==> src/rtl/eth_rst_seq_pkg.sv <==
// Shared types and 50 MHz default timing for the multi-channel Ethernet reset sequencer.
// Optional button debounce is selected with ETH_RST_SEQ_DEBOUNCE_EN.
package eth_rst_seq_pkg;

  typedef enum logic [1:0] {
    ST_HOLD = 2'd0,
    ST_STEP = 2'd1,
    ST_DONE = 2'd2
  } state_e;

  // 40 ms hold, 10 ms step, 1 ms debounce at 50 MHz
  localparam int unsigned DEF_HOLD_CYCLES     = 2_000_000;
  localparam int unsigned DEF_STEP_CYCLES     = 500_000;
  localparam int unsigned DEF_DEBOUNCE_CYCLES = 50_000;

endpackage

==> src/rtl/eth_rst_debounce.sv <==
// Push-button synchroniser with an optional stability filter (ETH_RST_SEQ_DEBOUNCE_EN).
// Output is the accepted active-low button level; it resets to released (1).
module eth_rst_debounce
  import eth_rst_seq_pkg::*;
#(
  parameter int unsigned DEBOUNCE_CYCLES = DEF_DEBOUNCE_CYCLES,
  parameter int unsigned CNT_W           = 32
) (
  input  logic clk,
  input  logic rst,
  input  logic btn_n_async,
  output logic btn_db_n
);

  logic sync1_q, sync2_q;

  always_ff @(posedge clk) begin
    if (rst) begin
      sync1_q <= 1'b1;
      sync2_q <= 1'b1;
    end else begin
      sync1_q <= btn_n_async;
      sync2_q <= sync1_q;
    end
  end

`ifdef ETH_RST_SEQ_DEBOUNCE_EN
  localparam logic [CNT_W-1:0] DB_LAST = CNT_W'(DEBOUNCE_CYCLES - 1);

  logic             db_q, db_d;
  logic [CNT_W-1:0] dcnt_q, dcnt_d;

  // The run counter restarts whenever the synchronised level agrees with the accepted one.
  always_comb begin
    db_d   = db_q;
    dcnt_d = '0;
    if (sync2_q != db_q) begin
      if (dcnt_q == DB_LAST) begin
        db_d = sync2_q;
      end else begin
        dcnt_d = dcnt_q + 1'b1;
      end
    end
  end

  always_ff @(posedge clk) begin
    if (rst) begin
      db_q   <= 1'b1;
      dcnt_q <= '0;
    end else begin
      db_q   <= db_d;
      dcnt_q <= dcnt_d;
    end
  end

  assign btn_db_n = db_q;
`else
  assign btn_db_n = sync2_q;
`endif

endmodule

==> src/rtl/eth_rst_seq.sv <==
// Multi-channel reset sequencer: hold all outputs low, then release channel 0..NUM_CH-1 in steps.
// Button filtering is compiled in with ETH_RST_SEQ_DEBOUNCE_EN (see eth_rst_debounce).
module eth_rst_seq
  import eth_rst_seq_pkg::*;
#(
  parameter int unsigned NUM_CH          = 3,
  parameter int unsigned HOLD_CYCLES     = DEF_HOLD_CYCLES,
  parameter int unsigned STEP_CYCLES     = DEF_STEP_CYCLES,
  parameter int unsigned DEBOUNCE_CYCLES = DEF_DEBOUNCE_CYCLES,
  parameter int unsigned CNT_W           = 32
) (
  input  logic              clk,
  input  logic              rst,
  input  logic              rst_btn_n,
  input  logic              soft_req,
  output logic [NUM_CH-1:0] rst_n_out,
  output logic              busy,
  output logic              done
);

  localparam int unsigned      IDX_W     = (NUM_CH > 1) ? $clog2(NUM_CH) : 1;
  localparam logic [CNT_W-1:0] HOLD_LAST = CNT_W'(HOLD_CYCLES - 1);
  localparam logic [CNT_W-1:0] STEP_LAST = CNT_W'(STEP_CYCLES - 1);
  localparam logic [IDX_W-1:0] LAST_IDX  = IDX_W'(NUM_CH - 1);

  logic btn_db_n;

  eth_rst_debounce #(
    .DEBOUNCE_CYCLES (DEBOUNCE_CYCLES),
    .CNT_W           (CNT_W)
  ) u_debounce (
    .clk         (clk),
    .rst         (rst),
    .btn_n_async (rst_btn_n),
    .btn_db_n    (btn_db_n)
  );

  state_e            state_q, state_d;
  logic [CNT_W-1:0]  cnt_q, cnt_d;
  logic [IDX_W-1:0]  idx_q, idx_d;
  logic [NUM_CH-1:0] rst_n_q, rst_n_d;
  logic              done_q, done_d;
  logic              busy_q, busy_d;
  logic              req, hold_tc, step_tc;

  assign req     = ~btn_db_n | soft_req;
  assign hold_tc = (cnt_q == HOLD_LAST);
  assign step_tc = (cnt_q == STEP_LAST);

  always_ff @(posedge clk) begin
    if (rst) begin
      state_q <= ST_HOLD;
      cnt_q   <= '0;
      idx_q   <= '0;
      rst_n_q <= '0;
      done_q  <= 1'b0;
      busy_q  <= 1'b1;
    end else begin
      state_q <= state_d;
      cnt_q   <= cnt_d;
      idx_q   <= idx_d;
      rst_n_q <= rst_n_d;
      done_q  <= done_d;
      busy_q  <= busy_d;
    end
  end

  always_comb begin
    state_d = state_q;
    if (req) begin
      state_d = ST_HOLD;
    end else begin
      case (state_q)
        ST_HOLD: if (hold_tc) state_d = (NUM_CH == 1) ? ST_DONE : ST_STEP;
        ST_STEP: if (step_tc && (idx_q == LAST_IDX)) state_d = ST_DONE;
        ST_DONE: state_d = ST_DONE;
        default: state_d = ST_HOLD;
      endcase
    end
  end

  // A request overrides any release due on the same edge; the counter stays at 0 while it persists.
  always_comb begin
    cnt_d   = cnt_q;
    idx_d   = idx_q;
    rst_n_d = rst_n_q;
    if (req) begin
      cnt_d   = '0;
      idx_d   = '0;
      rst_n_d = '0;
    end else begin
      case (state_q)
        ST_HOLD: begin
          rst_n_d = '0;
          if (hold_tc) begin
            rst_n_d[0] = 1'b1;
            cnt_d      = '0;
            idx_d      = IDX_W'(1);
          end else begin
            cnt_d = cnt_q + 1'b1;
          end
        end
        ST_STEP: begin
          if (step_tc) begin
            rst_n_d[idx_q] = 1'b1;
            cnt_d          = '0;
            if (idx_q != LAST_IDX) idx_d = idx_q + 1'b1;
          end else begin
            cnt_d = cnt_q + 1'b1;
          end
        end
        ST_DONE: begin
          rst_n_d = '1;
          cnt_d   = '0;
        end
        default: begin
          rst_n_d = '0;
          cnt_d   = '0;
          idx_d   = '0;
        end
      endcase
    end
    done_d = (state_d == ST_DONE);
    busy_d = ~done_d;
  end

  assign rst_n_out = rst_n_q;
  assign busy      = busy_q;
  assign done      = done_q;

endmodule

==> config.mk <==
export PLATFORM = sky130hd
export DESIGN_NAME = eth_rst_seq
export DESIGN_NICKNAME = d
export VERILOG_FILES = /design/src/rtl/eth_rst_seq_pkg.sv /design/src/rtl/eth_rst_debounce.sv /design/src/rtl/eth_rst_seq.sv
export SDC_FILE = /design/constraint.sdc
export NUM_CORES = 1
export LEC_CHECK = 0
export ABC_AREA = 0
export CAP_MARGIN = 20
export CORE_UTILIZATION = 60
export CTS_CLUSTER_SIZE = 12
export DETAILED_ROUTE_END_ITERATION = 8
export HOLD_SLACK_MARGIN = 0.1
export PLACE_DENSITY = 0.79
export SYNTH_ARGS = -nofsm -noshare
export SYNTH_HDL_FRONTEND = slang
export SYNTH_SLANG_ARGS = --single-unit
==> constraint.sdc <==
create_clock -name clk -period 3.74 [get_ports clk]
set_clock_uncertainty 0.05 [all_clocks]
set_input_delay 0.374 -clock clk [delete_from_list [all_inputs] [get_ports clk]]
set_output_delay 0.374 -clock clk [all_outputs]
set_load 0.01 [all_outputs]
Word level (Yosys, flattened, before mapping)
Cells that the tools add are included.
{"block": "op_classes", "magnitude_cmp": 2, "reduce_logical": 5, "n_eq_ne": 10, "bitwise_logic": 5, "n_mux": 16, "addsub": 2}
{"cell": "$mux W32", "n": 2}
{"cell": "$pmux W32 S2", "n": 1}
{"cell": "$add A32 B1 Y32 const B", "n": 1}
{"cell": "$eq A32 B19 Y1 const B", "n": 1}
{"cell": "$eq A32 B21 Y1 const B", "n": 1}
{"cell": "$mux W2", "n": 6}
{"cell": "$pmux W2 S3", "n": 2}
{"cell": "$pmux W3 S3", "n": 1}
{"cell": "$ne A2 B2 Y1 const B", "n": 4}
{"cell": "$eq A2 B2 Y1 const B", "n": 3}
{"cell": "$reduce_and A4 Y1", "n": 1}
{"cell": "$lt A2 B3 Y1 const B", "n": 1}
{"cell": "$mux W3", "n": 1}
{"cell": "$not A1 Y1", "n": 3}
{"cell": "$or A3 B3 Y3", "n": 1}
{"cell": "$add A2 B1 Y2 const B", "n": 1}
{"cell": "$demux W1 S2", "n": 1}
{"cell": "$eq A2 B1 Y1 const B", "n": 1}
{"cell": "$ge A2 B1 Y1 const B", "n": 1}
{"cell": "$logic_and A1 B1 Y1", "n": 2}
{"cell": "$logic_not A2 Y1", "n": 1}
{"cell": "$mux W1", "n": 2}
{"cell": "$reduce_or A2 Y1", "n": 1}
{"cell": "$or A1 B1 Y1", "n": 1}
{"block": "totals", "wordCells": 48, "output_inout_bits": 5, "register_bits": 43, "inputBits": 4}

Logic depth before layout (Yosys ltp)
Gate-level depths: netlist of run 1.
{"block": "depth", "depth_word": 7, "depth_mapped": 7, "depth_no_buf": 6}

By module
From an unflattened synthesis of run 1, not the netlist that was laid out.
{"block": "hier_totals", "hier_cells": 231, "area_unflattened_um2": 2083.2}
{"mod": "eth_rst_seq", "cells_each": 227, "seq_area_each_um2": 820.8, "instances": 1, "area_each_um2": 2030.7}
{"mod": "eth_rst_debounce", "cells_each": 4, "seq_area_each_um2": 40.0, "instances": 1, "area_each_um2": 52.6}

Least setup slack after synthesis of run 1
Ideal clock, no wire load.
{"block": "synth_path", "path_kind": "register to register", "start": "reg cnt_q[5]", "end": "reg busy_q, in the netlist busy", "period_less_slack_ps": 1972, "setup_time_ps": 114, "path_slack_ps": 1768, "t_arrival_ps": 1808, "t_required_ps": 3576, "stages_incl_launch_ff": 6, "path_buffers": 0, "cell_sequence": "dfxtp_1 > or4_4 > or4_1 > nor3_2 > nand2_1 > a21o_1"}
{"block": "synth_via", "elab_chain_cells": 7, "word_cells_on_any_way": 9, "classes_between": "3 x eq/ne; 4 x mux; 1 x bitwise; 1 x reduce/logical"}
{"item": "from (decl)", "line": "eth_rst_seq.sv:39", "source": "logic [CNT_W-1:0] cnt_q, cnt_d;"}
{"item": "from (signal assigned)", "line": "eth_rst_seq.sv:60", "source": "cnt_q <= cnt_d;"}
{"item": "$eq A32 B19 Y1", "line": "eth_rst_seq.sv:48", "source": "assign step_tc = (cnt_q == STEP_LAST);"}
{"item": "$logic_and A1 B1 Y1", "line": "eth_rst_seq.sv:75", "source": "ST_STEP: if (step_tc && (idx_q == LAST_IDX)) state_d = ST_DONE;"}
{"item": "$mux W2", "line": "eth_rst_seq.sv:75"}
{"item": "$pmux W2 S3 (*)", "line": "eth_rst_seq.sv:73", "source": "case (state_q)"}
{"item": "$mux W2 (*)", "line": "eth_rst_seq.sv:70", "source": "if (req) begin"}
{"item": "$eq A2 B2 Y1 (*)", "line": "eth_rst_seq.sv:123", "source": "done_d = (state_d == ST_DONE);"}
{"item": "$not A1 Y1 (*)", "line": "eth_rst_seq.sv:124", "source": "busy_d = ~done_d;"}
{"item": "to (signal assigned)", "line": "eth_rst_seq.sv:64", "source": "busy_q <= busy_d;"}
{"item": "to (decl)", "line": "eth_rst_seq.sv:43", "source": "logic busy_q, busy_d;"}
Mark *: on every way between the ends. The rest lies on a longest branch, timed or not.
A chain may end at the register's enable or synchronous reset.

Worst setup path in the final report of run 1
{"block": "layout_path", "start": "reg cnt_q[0]", "end": "reg cnt_q[14]"}
{"block": "layout_via", "elab_chain_cells": 3, "word_cells_on_any_way": 6, "classes_between": "1 x add/sub; 2 x eq/ne; 3 x mux"}
{"item": "$add A32 B1 Y32, or another cell as far along", "line": "eth_rst_seq.sv:100, eth_rst_seq.sv:109"}
{"item": "$mux W32 (on tied branches)", "line": "eth_rst_seq.sv:104, eth_rst_seq.sv:95"}
{"item": "$pmux W32 S2 (*)", "line": "eth_rst_seq.sv:92", "source": "case (state_q)"}
Marks and branches as above.

==> results of run 1 <==
## area by class of cell
class                           instances  share of cell area
Inverter                                7              0.0119
Sequential cell                        43               0.391
Tap cell                               44              0.0250
Multi-Input combinational cell        175               0.492
Timing Repair Buffer                   10              0.0432
Clock buffer                            5              0.0171
Clock inverter                          3              0.0199
## flip-flops by register name (all words and copies together) (netlist names)
name                 cells
u_debounce.btn_db_n      1
done                     1
rst_n_out                3
busy                     1
u_debounce.sync1_q       1
state_q                  2
idx_q                    2
cnt_q                   32
## cells in the mapped netlist (all sizes together), types with 5 or more instances
cell type	count
xnor2	7
nand4	15
xor2	22
buf	5
nor2	42
nor4	8
nand2	13
nand3	18
a21oi	7
inv	7
clkbuf	6
dfxtp	43
nor3	5
## worst min path at each step
stage | start | to | slack (ns) | cells past startpoint
after floorplan | u_debounce.sync1_q$_SDFF_PP1_ | u_debounce.btn_db_n$_SDFF_PP1_ | 0.34 | 1
after detailed placement | u_debounce.sync1_q$_SDFF_PP1_ | u_debounce.btn_db_n$_SDFF_PP1_ | 0.35 | 1
final | u_debounce.sync1_q$_SDFF_PP1_ | u_debounce.btn_db_n$_SDFF_PP1_ | 0.37 | 1
after CTS | u_debounce.sync1_q$_SDFF_PP1_ | u_debounce.btn_db_n$_SDFF_PP1_ | 0.38 | 1
after global routing | u_debounce.sync1_q$_SDFF_PP1_ | u_debounce.btn_db_n$_SDFF_PP1_ | 0.38 | 1
after global placement | u_debounce.sync1_q$_SDFF_PP1_ | u_debounce.btn_db_n$_SDFF_PP1_ | 0.34 | 1
## logic make-up (layout without fill, tap and decap cells)
family | count (synthesis) | count (layout) | share of synthesized area
muxes | 1 | 1 | 0.00492
DFF | 43 | 43 | 0.423
adders and majority gates | 4 | 4 | 0.0246
AOI/OAI and AO/OA | 17 | 17 | 0.0522
and+or+nand+nor | 124 | 124 | 0.325
xor gates and xnor gates | 29 | 29 | 0.125
buffers and inverters | 18 | 25 | 0.0455
## layer usage
layer  track usage  up-vias  wire length, µm
li1              -      827                -
met1         0.290      717             1770
met2         0.341       26             1580
met3        0.0584        5              131
met4        0.0698        0               38
met5             0        -                0
## worst max-delay path, stage by stage (launching register included)
cell and delay (ns):
dfxtp_1 0.39, ha_1 0.22, nand4_1 0.29, nor4_2 0.53, mux2i_1 0.16, o21ai_2 0.35
buf_4 0.32, nor2_1 0.08
## cells in the final DEF (no fill, tap or decap), drive strengths merged, types with 2 or more instances in the layout
cell / instances
dfxtp: 43
nor2: 42
xor2: 22
nand3: 18
nand4: 15
nand2: 13
clkdlybuf4s50: 8
nor4: 8
inv: 7
xnor2: 7
a21oi: 7
clkbuf: 5
nor3: 5
or2: 4
and4: 4
ha: 4
o21ai: 4
and3: 3
or4: 3
nand4b: 2
and2: 2
buf: 2
or3b: 2
clkinv: 2
## stage by stage
| stage | hold WS (ns) | setup slack, ns | std cells |
|---|---|---|---|
| after global routing | 0.382 | 1.05 | 287 |
| after global placement | 0.341 | 1.29 | 279 |
| after detailed placement | 0.347 | 1.24 | 279 |
| after CTS | 0.377 | 1.22 | 287 |
| final | 0.375 | 1.23 | 287 |
| after floorplan | 0.339 | 1.77 | 236 |
## report_power, final
part | internal, mW | switching (mW)
logic | 0.00584 | 0.00886
registers | 0.460 | 0.00102
clock network | 0.141 | 0.148
total | 0.606 | 0.158
==> summary.md, run 1 <==
| Metric | Value |
|---|---|
| First DRT Iteration DRCs | 35 |
| Worst reg2reg setup slack | 1.23 ns |
| I/O pins | 9 |
| Sequential fraction of the synthesis area | 0.423 |
| Worst skew pair latency | 0.35 ns |
| Final hold violations | 0 |
| Reg area | 861 µm² |
| Max Cap Viol | 0 |
| Net count after synthesis | 244 |
| Min-delay worst type | flop to flop |
| Critical path endpoint | cnt_q[14]$_SDFF_PP0_ |
| Clk buf depth | 2 |
| Setup TNS | 0 ns |
| Reg-to-reg startpoint | cnt_q[0]$_SDFF_PP0_ |
| Fin crit period | 2.51 ns |
| Pwr Total | 764 µW |
| RD Place Congestion | 0.857 |
| Multi-input logic area | 1080 µm² |
| Core ar. | 3130 µm² |
| CTS Buf Count | 5 |
| Outcome | finished clean |
| Via count | 1575 |
| Post-synthesis cell area | 2040 µm² |
| IO buf count | 8 |
| Clock root cell | clkbuf_4 |
| Post-synth top area cell | dfxtp_1 |
| Number of global-route vias before repair | 1364 |
| Final setup vio count | 0 |
| Synth unique cells | 38 |
| Crit path max fanout | 22 |
| Residual DRC count | 0 |
| Placed Area | 2120 µm² |
| Rows | 20 |
| DRT antenna net count | 0 |
| CTS clock-pin slew for the worst setup and hold paths | 0.13 ns |
| Fmax | 0.398 GHz |
| Max Slew Vio Count | 0 |
| Post-synth EDFFs | 0 |
| Worst vdd ir | 0.238 mV |
| Synth Register Bits | 43 |
| RSZ-0062 raised after global routing | false |
| Die area | 3630 µm² |
| Gr usage total | 0.218 |
| Postcts setup bufs | 0 |
| Cts repair resizes | 0 |
| Drt pass-1 iters | 4 |
| Top-area cell type share of the netlist area | 0.423 |
| WL/cell | 12.3 µm |
| Lkg Pwr | 0.689 nW |
| Ys Warns | 0 |
| CTS sink cnt | 43 |
| Slew margin rel. | 0.495 |
| Top FF cell, synth | dfxtp_1 |
| Hold buffers post-CTS | 0 |
| CP required | 3.93 ns |
| Pwr/cell area | 347 nW/µm² |
| Reg2reg end | cnt_q[14]$_SDFF_PP0_ |
| Syn-to-layout area delta | 8.11% |
| Arr. time, crit path | 2.70 ns |
| Worst-margin pin slew | 0.751 ns |
| Tcrit/Tclk final | 0.671 |
| Antenna cells | 0 |
| Nets | 250 |
| Startpoint Class | flop |
| CTS tree | built |
| Fraction of layout cells with a size suffix above 1 | 0.0905 |
| Top cells by area, synth | dfxtp_1, xor2_1, nor2_1 |
| Die width | 60.3 µm |
| Initial antenna violation count | 0 |
| Number of vias per cell | 5.49 |
| Asr flop ratio synth | 0 |
| DP HPWL | 2530 µm |
| Starting Density | 0.651 |
| Avg Cell Area, Syn | 8.63 µm² |
| Final wirelength | 3520 µm |
| R2R cell count | 7 |
| Setup CP Type | flop to flop |
| Filler cell count | 266 |
| First-pass GRT wire length | 5890 µm |
| Die height | 60.3 µm |
| Design Area, Final | 2200 µm² |
| GRT overflow | 0 |
| Setup crit start | cnt_q[0]$_SDFF_PP0_ |
| Final Util | 0.704 |
| Cells after Synth | 236 |
| Largest net degree at the start of global routing | 23 |
| H-tree Lvls | 2 |
| Setup crit end kind | flop |
No activity file was read; power rests on OpenSTA's default activity.
==> inputs of run 2 (changes only) <==
--- a/config.mk
+++ b/config.mk
@@ -7,11 +7,11 @@
 export LEC_CHECK = 0
 export ABC_AREA = 0
 export CAP_MARGIN = 20
-export CORE_UTILIZATION = 60
+export CORE_UTILIZATION = 59
 export CTS_CLUSTER_SIZE = 12
 export DETAILED_ROUTE_END_ITERATION = 8
 export HOLD_SLACK_MARGIN = 0.1
-export PLACE_DENSITY = 0.79
+export PLACE_DENSITY = 0.78
 export SYNTH_ARGS = -nofsm -noshare
 export SYNTH_HDL_FRONTEND = slang
 export SYNTH_SLANG_ARGS = --single-unit
==> constraint.sdc (replaced) <==
create_clock -name clk -period 2.6 [get_ports clk]
set_clock_uncertainty 0.05 [all_clocks]
set_input_delay 0.26 -clock clk [delete_from_list [all_inputs] [get_ports clk]]
set_output_delay 0.26 -clock clk [all_outputs]
set_load 0.01 [all_outputs]
==> run 2 against run 1 <==
Net effect:
- sequential share of layout area decreased by 0.48 points
- non-clock buffer count increased by 3
- total power increased by 48%
- clock power increased by 53%
- design area increased by 1.3%
- largest power group unchanged
- sequential power increased by 44%
- via count increased by 2.3%
- global-route usage increased by 2.5 points
- clock-buffer cell count increased by 1
==> summary.md, run 2 (same netlist as run 1, synthesis figures left out) <==
| Metric | Value |
|---|---|
| Worst hold stages | 1 |
| GRT overflow | 0 |
| H-tree Lvls | 2 |
| WL/cell | 12.8 µm |
| I/O pins | 9 |
| Commonest cells after routing, fill and taps aside | dfxtp_1, nor2_1, xor2_1 |
| Pwr/cell area | 506 nW/µm² |
| Commonest non-fill, non-tap cell in the layout | dfxtp_1 |
| Starting Density | 0.646 |
| Initial antenna violation count | 0 |
| First-pass GRT wire length | 6470 µm |
| Worst-margin pin slew | 0.478 ns |
| Slew margin rel. | 0.678 |
| Fraction of layout cells with a size suffix above 1 | 0.102 |
| Hold buffers post-CTS | 0 |
| Final hold violations | 0 |
| Residual DRC count | 0 |
| Crit path max fanout | 22 |
| Die height | 60.7 µm |
| Reg-to-reg startpoint | cnt_q[0]$_SDFF_PP0_ |
| Clock root cell | clkbuf_4 |
| Largest net degree at the start of global routing | 23 |
| Lkg Pwr | 0.707 nW |
| Setup crit start | cnt_q[0]$_SDFF_PP0_ |
| CP required | 2.81 ns |
| Number of global-route vias before repair | 1501 |
| Core ar. | 3150 µm² |
| Pre-CTS setup slack | 0.408 ns |
| CTS clock-pin slew for the worst setup and hold paths | 0.12 ns |
| Syn-to-layout area delta | 9.47% |
| CTS Buf Count | 5 |
| Fmax | 0.448 GHz |
| Postcts setup bufs | 0 |
| RSZ-0062 raised after global routing | false |
| R2R cell count | 7 |
| Critical path endpoint | cnt_q[30]$_SDFF_PP0_ |
| Startpoint Class | flop |
| Worst skew pair latency | 0.36 ns |
| Min-delay worst type | flop to flop |
| Fin crit period | 2.23 ns |
| Multi-input logic area | 1080 µm² |
| Number of vias per cell | 5.56 |
| Setup TNS | 0 ns |
| Nets | 253 |
| Arr. time, crit path | 2.45 ns |
| PnR worst setup slack | 0.367 ns |
| Max Slew Vio Count | 0 |
| Reg area | 861 µm² |
| IO buf count | 8 |
| Worst vdd ir | 0.517 mV |
| Antenna cells | 0 |
| CTS tree | built |
| Final setup vio count | 0 |
| Rows | 20 |
| Max reg flops | 32 |
| First DRT Iteration DRCs | 74 |
| CTS sink cnt | 43 |
| Die width | 60.7 µm |
| RD Place Congestion | 0.820 |
| Outcome | finished clean |
| Gr usage total | 0.243 |
| DP HPWL | 2670 µm |
| Setup crit end kind | flop |
| Filler cell count | 269 |
| Max Cap Viol | 0 |
| Drt pass-1 iters | 4 |
| Final wirelength | 3710 µm |
| Most flop-heavy register | cnt_q |
| DRT antenna net count | 0 |
| Via count | 1612 |
| Reg2reg end | cnt_q[30]$_SDFF_PP0_ |
| Tcrit/Tclk final | 0.859 |
| Cts repair resizes | 0 |
| Setup CP Type | flop to flop |
| Worst reg2reg setup slack | 0.37 ns |
| Die area | 3690 µm² |
| Clk buf depth | 2 |
## run 2: changes by cell type in the layout (fill, tap and decap cells not counted)
cell and change:
buf_4 +3, clkbuf_8 +1, clkinv_4 -1
## run 2: power by group
part	internal (mW)	switching [mW]	leakage (nW)
Combinational	0.00944	0.0128	0.312
Sequential	0.661	0.00157	0.347
Clock	0.227	0.215	0.0482
Total	0.898	0.229	0.707
## run 2: critical path, stage by stage (launching register included)
cell and delay (ns):
dfxtp_1 0.40, ha_1 0.22, nand4_1 0.29, nor4_2 0.52
mux2i_1 0.16, o21ai_2 0.16, buf_4 0.26, nor2_1 0.07
## run 2: layout make-up
cell class,count,share of cell area
flip-flops and latches,43,0.386
well taps,44,0.0247
multi-input cells,175,0.486
clock inverters,2,0.0157
repair buffers,13,0.0528
clock buffers,6,0.0230
inverters,7,0.0118
## run 2: metal layers
metal  wire length (µm)  vias to the layer above  part of all wire  GRT usage
met4                 58                        0             0.016      0.143
met5                  0                        -                 0          0
met2               1790                       23              0.48      0.385
met3                121                        8             0.033     0.0704
li1                   -                      836                 -          -
met1               1740                      745              0.47      0.295
## run 2: per-stage QoR
step | util | power, mW | hold WS, ns | instance area, µm² | std cells
2_1_floorplan | - | 0.695 | 0.314 | 2040 | 236
3_3_place_gp | 0.679 | 0.700 | 0.343 | 2140 | 282
3_5_place_dp | 0.679 | 0.701 | 0.351 | 2140 | 282
4_1_cts | 0.707 | 1.14 | 0.380 | 2230 | 290
5_1_grt | 0.707 | 1.17 | 0.393 | 2230 | 290
6_report | 0.707 | 1.13 | 0.375 | 2230 | 290
## run 2: how the worst min path moves through the flow
stage | startpoint | endpoint
6_report | u_debounce.sync1_q$_SDFF_PP1_ | u_debounce.btn_db_n$_SDFF_PP1_
5_1_grt | u_debounce.sync1_q$_SDFF_PP1_ | u_debounce.btn_db_n$_SDFF_PP1_
4_1_cts | u_debounce.sync1_q$_SDFF_PP1_ | u_debounce.btn_db_n$_SDFF_PP1_
3_5_place_dp | u_debounce.sync1_q$_SDFF_PP1_ | u_debounce.btn_db_n$_SDFF_PP1_
3_3_place_gp | u_debounce.sync1_q$_SDFF_PP1_ | u_debounce.btn_db_n$_SDFF_PP1_
2_1_floorplan | rst_btn_n | u_debounce.sync1_q$_SDFF_PP1_
==> inputs of run 3 (changes only) <==
--- a/config.mk
+++ b/config.mk
@@ -6,7 +6,7 @@
 export NUM_CORES = 1
 export LEC_CHECK = 0
 export ABC_AREA = 0
-export CAP_MARGIN = 20
+export CAP_MARGIN = 25
 export CORE_UTILIZATION = 59
 export CTS_CLUSTER_SIZE = 12
 export DETAILED_ROUTE_END_ITERATION = 8
==> results of run 3 <==
The final DEF is identical to that of run 2; final timing and power are the same.
